## config.mk

```make
export PLATFORM = sky130hd
export DESIGN_NAME = pipo_share_arbiter_flat
export DESIGN_NICKNAME = d
export VERILOG_FILES = /design/src/rtl/pipo_share_arbiter_pkg.sv /design/src/rtl/pipo_share_arbiter_if.sv /design/src/rtl/pipo_share_arbiter_rr_arb2.sv /design/src/rtl/pipo_share_arbiter.sv /design/src/flat_wrapper.sv
export SDC_FILE = /design/constraint.sdc
export NUM_CORES = 1
export LEC_CHECK = 0
export CAP_MARGIN = 0
export CORE_MARGIN = 2
export CORE_UTILIZATION = 39
export CTS_CLUSTER_SIZE = 12
export DETAILED_ROUTE_END_ITERATION = 7
export HOLD_SLACK_MARGIN = 0.15
export PLACE_DENSITY = 0.72
export SYNTH_ARGS = -nofsm -noshare
export SYNTH_HDL_FRONTEND = slang
export SYNTH_SLANG_ARGS = --single-unit
```

## constraint.sdc

```tcl
create_clock -name clk -period 1 [get_ports clk]
set_clock_uncertainty 0.05 [all_clocks]
set_input_delay 0.2 -clock clk [delete_from_list [all_inputs] [get_ports clk]]
set_output_delay 0.2 -clock clk [all_outputs]
set_load 0.01 [all_outputs]
```

## src/rtl/pipo_share_arbiter_pkg.sv

```systemverilog
// Shared definitions for the two-requester shared PIPO register block.
//   state_t : FSM encoding (IDLE = capture possible, HOLD = word being presented)
//   CNT_W   : width of the hold-cycle down-counter
package pipo_share_pkg;

  localparam int unsigned CNT_W = 4;

  typedef enum logic {
    ST_IDLE = 1'b0,
    ST_HOLD = 1'b1
  } state_t;

endpackage

```

## src/rtl/pipo_share_arbiter_if.sv

```systemverilog
// Handshake/bus bundle between two producers, the shared register and its consumer.
//   req0/data0, req1/data1 : requester words (driven by the producer side)
//   gnt0/gnt1              : one-cycle capture acknowledge per requester
//   reg_out/reg_valid      : shared register contents and presentation flag
//   owner                  : requester index whose word sits in reg_out
//   busy                   : high while a captured word is being held
// master = producer/consumer side, slave = the arbiter.
interface pipo_share_arbiter_if #(
  parameter int unsigned WIDTH = 4
);
  logic             req0;
  logic [WIDTH-1:0] data0;
  logic             req1;
  logic [WIDTH-1:0] data1;
  logic             gnt0;
  logic             gnt1;
  logic [WIDTH-1:0] reg_out;
  logic             reg_valid;
  logic             owner;
  logic             busy;

  modport master (
    output req0, data0, req1, data1,
    input  gnt0, gnt1, reg_out, reg_valid, owner, busy
  );

  modport slave (
    input  req0, data0, req1, data1,
    output gnt0, gnt1, reg_out, reg_valid, owner, busy
  );
endinterface

```

## src/rtl/pipo_share_arbiter_rr_arb2.sv

```systemverilog
// Combinational two-way round-robin picker.
//   req0, req1  : pending requests
//   last_winner : index granted most recently
//   win_valid   : at least one request pending
//   win_idx     : chosen requester (the one that did not win last on a tie)
module rr_arb2 (
  input  logic req0,
  input  logic req1,
  input  logic last_winner,
  output logic win_valid,
  output logic win_idx
);

  always_comb begin
    win_valid = req0 | req1;
    if (req0 && req1) begin
      win_idx = ~last_winner;
    end else begin
      win_idx = req1;
    end
  end

endmodule

```

## src/rtl/pipo_share_arbiter.sv

```systemverilog
// Shares one WIDTH-bit parallel register between two requesters. A round-robin
// winner's word is captured, presented for HOLD_CYCLES cycles, then the block
// re-arbitrates. All outputs are registered.
//   clk : rising-edge clock
//   rst : synchronous reset, active low
//   bus : slave side of pipo_share_arbiter_if (requests, grants, shared word)
module pipo_share_arbiter
  import pipo_share_pkg::*;
#(
  parameter int unsigned WIDTH       = 4,
  parameter int unsigned HOLD_CYCLES = 2
) (
  input  logic                 clk,
  input  logic                 rst,
  pipo_share_arbiter_if.slave  bus
);

  localparam logic [CNT_W-1:0] HOLD_LOAD = CNT_W'(HOLD_CYCLES - 1);

  state_t           r_state;
  logic [CNT_W-1:0] r_cnt;
  logic             r_last_winner;
  logic [WIDTH-1:0] r_reg;
  logic             r_valid;
  logic             r_gnt0;
  logic             r_gnt1;
  logic             r_owner;
  logic             r_busy;

  logic             w_win_valid;
  logic             w_win_idx;
  logic [WIDTH-1:0] w_win_data;

  rr_arb2 u_arb (
    .req0        (bus.req0),
    .req1        (bus.req1),
    .last_winner (r_last_winner),
    .win_valid   (w_win_valid),
    .win_idx     (w_win_idx)
  );

  assign w_win_data = w_win_idx ? bus.data1 : bus.data0;

  always_ff @(posedge clk) begin
    if (!rst) begin
      r_state       <= ST_IDLE;
      r_cnt         <= '0;
      r_last_winner <= 1'b1;
      r_reg         <= '0;
      r_valid       <= 1'b0;
      r_gnt0        <= 1'b0;
      r_gnt1        <= 1'b0;
      r_owner       <= 1'b0;
      r_busy        <= 1'b0;
    end else begin
      r_gnt0 <= 1'b0;
      r_gnt1 <= 1'b0;
      case (r_state)
        ST_IDLE: begin
          if (w_win_valid) begin
            r_reg         <= w_win_data;
            r_gnt0        <= ~w_win_idx;
            r_gnt1        <= w_win_idx;
            r_owner       <= w_win_idx;
            r_last_winner <= w_win_idx;
            r_valid       <= 1'b1;
            r_busy        <= 1'b1;
            r_cnt         <= HOLD_LOAD;
            r_state       <= ST_HOLD;
          end else begin
            r_valid <= 1'b0;
            r_busy  <= 1'b0;
          end
        end
        ST_HOLD: begin
          // Requests are ignored here; the word stays frozen until the count expires.
          if (r_cnt != '0) begin
            r_cnt <= r_cnt - 1'b1;
          end else begin
            r_valid <= 1'b0;
            r_busy  <= 1'b0;
            r_state <= ST_IDLE;
          end
        end
        default: r_state <= ST_IDLE;
      endcase
    end
  end

  assign bus.gnt0      = r_gnt0;
  assign bus.gnt1      = r_gnt1;
  assign bus.reg_out   = r_reg;
  assign bus.reg_valid = r_valid;
  assign bus.owner     = r_owner;
  assign bus.busy      = r_busy;

endmodule

```

## src/flat_wrapper.sv

```systemverilog
// flat-port wrapper written by rule: the top's interface ports become plain ports
module pipo_share_arbiter_flat import pipo_share_pkg::*;
#(
  parameter int unsigned WIDTH       = 4,
  parameter int unsigned HOLD_CYCLES = 2
)
  (clk, rst, bus_req0, bus_data0, bus_req1, bus_data1, bus_gnt0, bus_gnt1, bus_reg_out, bus_reg_valid, bus_owner, bus_busy);
  pipo_share_arbiter_if #(.WIDTH(WIDTH)) bus_i ();
  input  logic clk;
  input  logic rst;
  input wire logic [$bits(bus_i.req0)-1:0] bus_req0;
  input wire logic [$bits(bus_i.data0)-1:0] bus_data0;
  input wire logic [$bits(bus_i.req1)-1:0] bus_req1;
  input wire logic [$bits(bus_i.data1)-1:0] bus_data1;
  output wire logic [$bits(bus_i.gnt0)-1:0] bus_gnt0;
  output wire logic [$bits(bus_i.gnt1)-1:0] bus_gnt1;
  output wire logic [$bits(bus_i.reg_out)-1:0] bus_reg_out;
  output wire logic [$bits(bus_i.reg_valid)-1:0] bus_reg_valid;
  output wire logic [$bits(bus_i.owner)-1:0] bus_owner;
  output wire logic [$bits(bus_i.busy)-1:0] bus_busy;
  assign bus_i.req0 = bus_req0;
  assign bus_i.data0 = bus_data0;
  assign bus_i.req1 = bus_req1;
  assign bus_i.data1 = bus_data1;
  assign bus_gnt0 = bus_i.gnt0;
  assign bus_gnt1 = bus_i.gnt1;
  assign bus_reg_out = bus_i.reg_out;
  assign bus_reg_valid = bus_i.reg_valid;
  assign bus_owner = bus_i.owner;
  assign bus_busy = bus_i.busy;
  pipo_share_arbiter #(.WIDTH(WIDTH), .HOLD_CYCLES(HOLD_CYCLES)) u_core (.clk(clk), .rst(rst), .bus(bus_i));
endmodule
```

# Yosys cells after proc, flatten, opt, wreduce, memory -nomap -nowiden
# Cells that the tools add are included.
op_classes:
  n_mux: 10
  n_bitwise: 6
  div: 0
  n_mul: 0
  n_eq_ne: 3
  add_sub_neg: 1
  magnitude_cmp: 0
  shift: 0
  n_reduce_logical: 5
ops:
  columns: ["op", "count"]
  rows:
  - ["4-bit two-way mux", 3]
  - ["4-bit case mux with 2 select lines", 1]
  - ["2-bit inequality test, second input constant", 3]
  - ["1-bit NOT", 5]
  - ["1-bit two-way mux", 4]
  - ["1-bit case mux with 2 select lines", 2]
  - ["2-bit AND reduction", 2]
  - ["4-bit nonzero test", 1]
  - ["4-bit by 1-bit subtractor with 4-bit output, second input constant", 1]
  - ["3-bit OR reduction", 1]
  - ["1-bit logical AND", 1]
  - ["1-bit bitwise OR", 1]
word_totals:
  word_cells: 33
  rom_bits: 0
  out_inout_bits: 9
  register_bits: 14
  memories: 0
  ram_bits: 0
  latchBits: 0
  in_bits: 12

# Logic depth before layout (Yosys ltp)
depth:
  ltp_word: 3
  depth_mapped: 5
  depth_no_buf: 5

# By module
# Synthesis repeated with hierarchy kept, for this count alone.
unflattened:
  cells_unflattened: 65
  hier_area_um2: 603.1
modules_own_cells:
  columns: ["mod", "area_per_inst_um2", "n_inst", "seq_area_each_um2", "cells_per_inst"]
  rows:
  - ["pipo_share_arbiter", 589.3, 1, 280.3, 63]
  - ["rr_arb2", 13.8, 1, 0.0, 2]

# Least setup slack after synthesis
# OpenSTA, ideal clock, no wires.
synth_timing:
  kind: "reg-to-reg"
  from: "register u_core.r_cnt[0]"
  to: "register u_core.r_cnt[1]"
  required_time_ps: 878
  stages_incl_launch_ff: 6
  setup_ps: 72
  arrival_ps: 1015
  period_less_slack_ps: 1136
  path_slack_ps: -136
  path_cell_list: "dfxtp_1 > inv_1 > ha_1 > nand2b_1 > o21ai_1 > mux2i_1"
synth_between:
  elab_chain_len: 3
  word_cells_on_any_way: 6
  classes_between: "add/sub: 1; eq/ne: 1; mux: 2; reduce/logical: 2"
synth_rtl:
  columns: ["item", "line", "source"]
  rows:
  - ["from (decl)", "pipo_share_arbiter.sv:21", "logic [CNT_W-1:0] r_cnt;"]
  - ["from (signal assigned)", "pipo_share_arbiter.sv:78", "r_cnt <= r_cnt - 1'b1;"]
  - ["4-bit by 1-bit subtractor with 4-bit output or 4-bit nonzero test (tied branches)", "pipo_share_arbiter.sv:78, pipo_share_arbiter.sv:77", null]
  - ["4-bit two-way mux or 2-bit inequality test (tied branches)", null, null]
  - ["4-bit case mux with 2 select lines or 2-bit AND reduction (tied branches)", null, null]
# Several ways; a longest one is shown, not always the timed one. The select of a mux whose other input is x is not followed.
# A chain may end at the register's enable or synchronous reset.

# Worst setup path after layout
layout_timing:
  from: "register u_core.r_cnt[0]"
  to: "register u_core.r_busy (netlist: u_core.bus.busy)"
layout_between:
  elab_chain_len: 2
layout_rtl:
  columns: ["item", "line", "source"]
  rows:
  - ["4-bit nonzero test", "pipo_share_arbiter.sv:77", "if (r_cnt != '0) begin"]
  - ["2-bit inequality test (no source line)", null, null]
  - ["to (signal assigned)", "pipo_share_arbiter.sv:67", "r_busy <= 1'b1;"]
  - ["to (signal assigned)", "pipo_share_arbiter.sv:72", "r_busy <= 1'b0;"]
  - ["to (signal assigned)", "pipo_share_arbiter.sv:81", "r_busy <= 1'b0;"]
  - ["to (decl)", "pipo_share_arbiter.sv:28", "logic r_busy;"]
# Every way passes these cells.

==> results.cfg <==
[place]
hpwl_um = 1060
post_dp_cell_area_um2 = 966
dp_cells = 111
gp_congestion = 0.738
portBuffers = 20

[clock_tree]
ctsHoldBuffers = 0
clk_pin_slew_ps = 90
clk_latency_ps = 280
numCtsBuffers = 3
clock-root-buffer = clkbuf_4
cts_buffer_depth = 2
cts_sinks = 14
cts_tree = done
ctsHtreeMaxLevel = 1

[final_layout]
antennaDiodeCount = 0
n_fill_cell = 112
areaGrowthSynthToFinish_pct = 72.3
final_nets = 117
drive_gt1_share_pct = 52.4
final_util_pct = 72.0
design_area_mm2 = 0.00110
instances_no_fill = 119

[sta]
min_period_over_period_pct = 111
finalCriticalPeriod_ps = 1110
setup-violations-final = 8
final-max-slew-violation-count = 0
holdWs_ps = 444
rsz0062_at_grt = yes
hold_violations = 0
worst_slack_ps = -106
relSlewSlack_pct = 84.9
max_freq_mhz = 904
worstMarginPinSlew_ps = 226

[synthesis]
ys_warn_count = 0
ys.flop_type = dfxtp_1
synth_seq_area_share_pct = 44.0
syn_nets = 81
async_reset_ff_share_pct = 0
syn_area_per_cell_um2 = 9.37
synth_area_leader_cell = dfxtp_1
netlist_instances = 68
synth_common_cells = 14 x dfxtp_1, 8 x o21ai_0, 5 x mux2i_1
ys_types = 30
syn_area_um2 = 637
synth_edf_count = 0
netlist.area_leader.share_pct = 44.0
synth_most_common_cell = dfxtp_1
yosys_register_bits = 14
synth_area_leaders = dfxtp_1 44%, mux2i_1 7.9%, o21ai_0 6.3%

[setup_path]
crit_buf_inv = 2
crit_required_ps = 1130
arrival_ps = 1240
slowest_delay_ps = 330
cp_num_cells = 6
critical_path.slowest_cell = dfxtp_2
endpoint_kind = register
cp-start-kind = register
worstPathCellList = inv_2 -> ha_4 -> nand2b_4 -> o21ai_4 -> buf_4 -> o21ai_1
cp_top_family = flip-flops
critPathMaxFanout = 4
worstSetupPathType = reg -> reg
rr_worst_depth = 6

[route]
drt_iter0_drc = 7
drcViolationCount = 0
wl_per_cell_um = 13.6
dr.pass1.iters = 4
viasPerCell = 5.28
ant_nets = 0
wirelength_um = 1620
dr_total_vias = 628

[power_and_ir_drop]
peakVddDrop_mv = 1.02
power_density_mw_per_mm2 = 1400
p_leak_nw = 0.474
p_total_mw = 1.54

[floorplan]
start_util_pct = 41.8
die_h_um = 44.4
num_io_pins = 21
core_mm2 = 0.00152
rows = 14
dieArea_mm2 = 0.00197
die_x_um = 44.4

[global_routing]
antenna_found_initial = 0
grt_start_max_net_pins = 17
track_usage_pct = 17.7
grt_overflow = 0
grt_pass1_vias = 581
grt_pass1_wl_um = 2560

[job]
max-cap-violations = 0

[hold_path]
min_path_type = reg -> reg
whs_path_depth = 2

[outcome]
outcome = finished with violations
violations = negative setup slack
## per-stage QoR
step / setup TNS [ps] / setup WS, ps
global placement: -6020 / -501
finish: -420 / -106
global route: -877 / -176
floorplan: -35.9 / -31.9
detailed placement: -6240 / -539
CTS: -308 / -104
## power breakdown
part | internal, mW | leakage, nW | switching (mW)
Combinational | 0.282 | 0.334 | 0.187
Sequential | 0.614 | 0.118 | 0.0406
Clock | 0.222 | 0.0210 | 0.192
## placed cells by master, fill, tap and decap left out, types with 3 or more instances in the layout
| cell | instances |
|---|---|
| dfxtp_2 | 9 |
| buf_6 | 7 |
| clkdlybuf4s50_1 | 9 |
| clkbuf_4 | 3 |
| nand2_1 | 4 |
| o21ai_1 | 6 |
| mux2i_1 | 5 |
| buf_4 | 14 |
| dfxtp_1 | 4 |
| a21oi_1 | 4 |
## final timing paths
path,startpoint,to,slack [ps]
worst max register to register,u_core.r_cnt[0],u_core.bus.busy,-110
worst min-delay path,u_core.bus.busy,u_core.bus.busy,440
worst max-delay path,u_core.r_cnt[0],u_core.bus.busy,-110
worst min register to register,u_core.bus.busy,u_core.bus.busy,440
## registers in the layout, summed over array words and instances, names as in the netlist
register / count
u_core.bus.reg_out: 4
u_core.r_last_winner: 1
u_core.bus.owner: 1
u_core.bus.gnt1: 1
u_core.r_cnt: 4
u_core.bus.busy: 1
u_core.r_state: 1
u_core.bus.gnt0: 1
## per-layer routing
layer | track usage [%] | part of all wire [%] | up-vias
met4 | 5.45 | 1.1 | 0
met3 | 2.45 | 3.9 | 3
met2 | 30.9 | 50 | 13
met5 | 0 | 0 | -
met1 | 22.6 | 45 | 298
li1 | - | - | 314
## final cells by class
| type | instances | area [um2] | share of cell area [%] |
|---|---|---|---|
| inverters | 4 | 15.0 | 1.37 |
| multi-input cells | 46 | 409 | 37.3 |
| well taps | 16 | 20.0 | 1.82 |
| flip-flops and latches | 14 | 295 | 26.9 |
| clock buffers | 4 | 36.3 | 3.31 |
| repair buffers | 35 | 322 | 29.3 |
## worst min-delay path: stages, from the launching register on
cell	delay, ps
dfxtp_2	350
nand2_1	60
o21ai_1	60
## cell families (layout without fill, tap and decap cells)
logic type,count (synthesis),after routing,share of synthesized area (%)
AND/OR/NAND/NOR,16,16,14.5
flip-flops,14,14,44.0
adder cells (fa/ha/maj),1,1,1.96
multiplexers,5,5,7.86
AO/OA/AOI/OAI,23,24,24.2
buffers and inverters,9,43,7.46
## timing repair
item | 4_1_cts | 5_1_grt
hold endpoints to repair | 0 | 0
setup buffers | 2 | 2
setup endpoints to repair | 23 | 19
pin swaps | 7 | 5
gates resized for setup | 60 | 13
cloned | 0 | 1
Power figures use the tool's default switching activity.
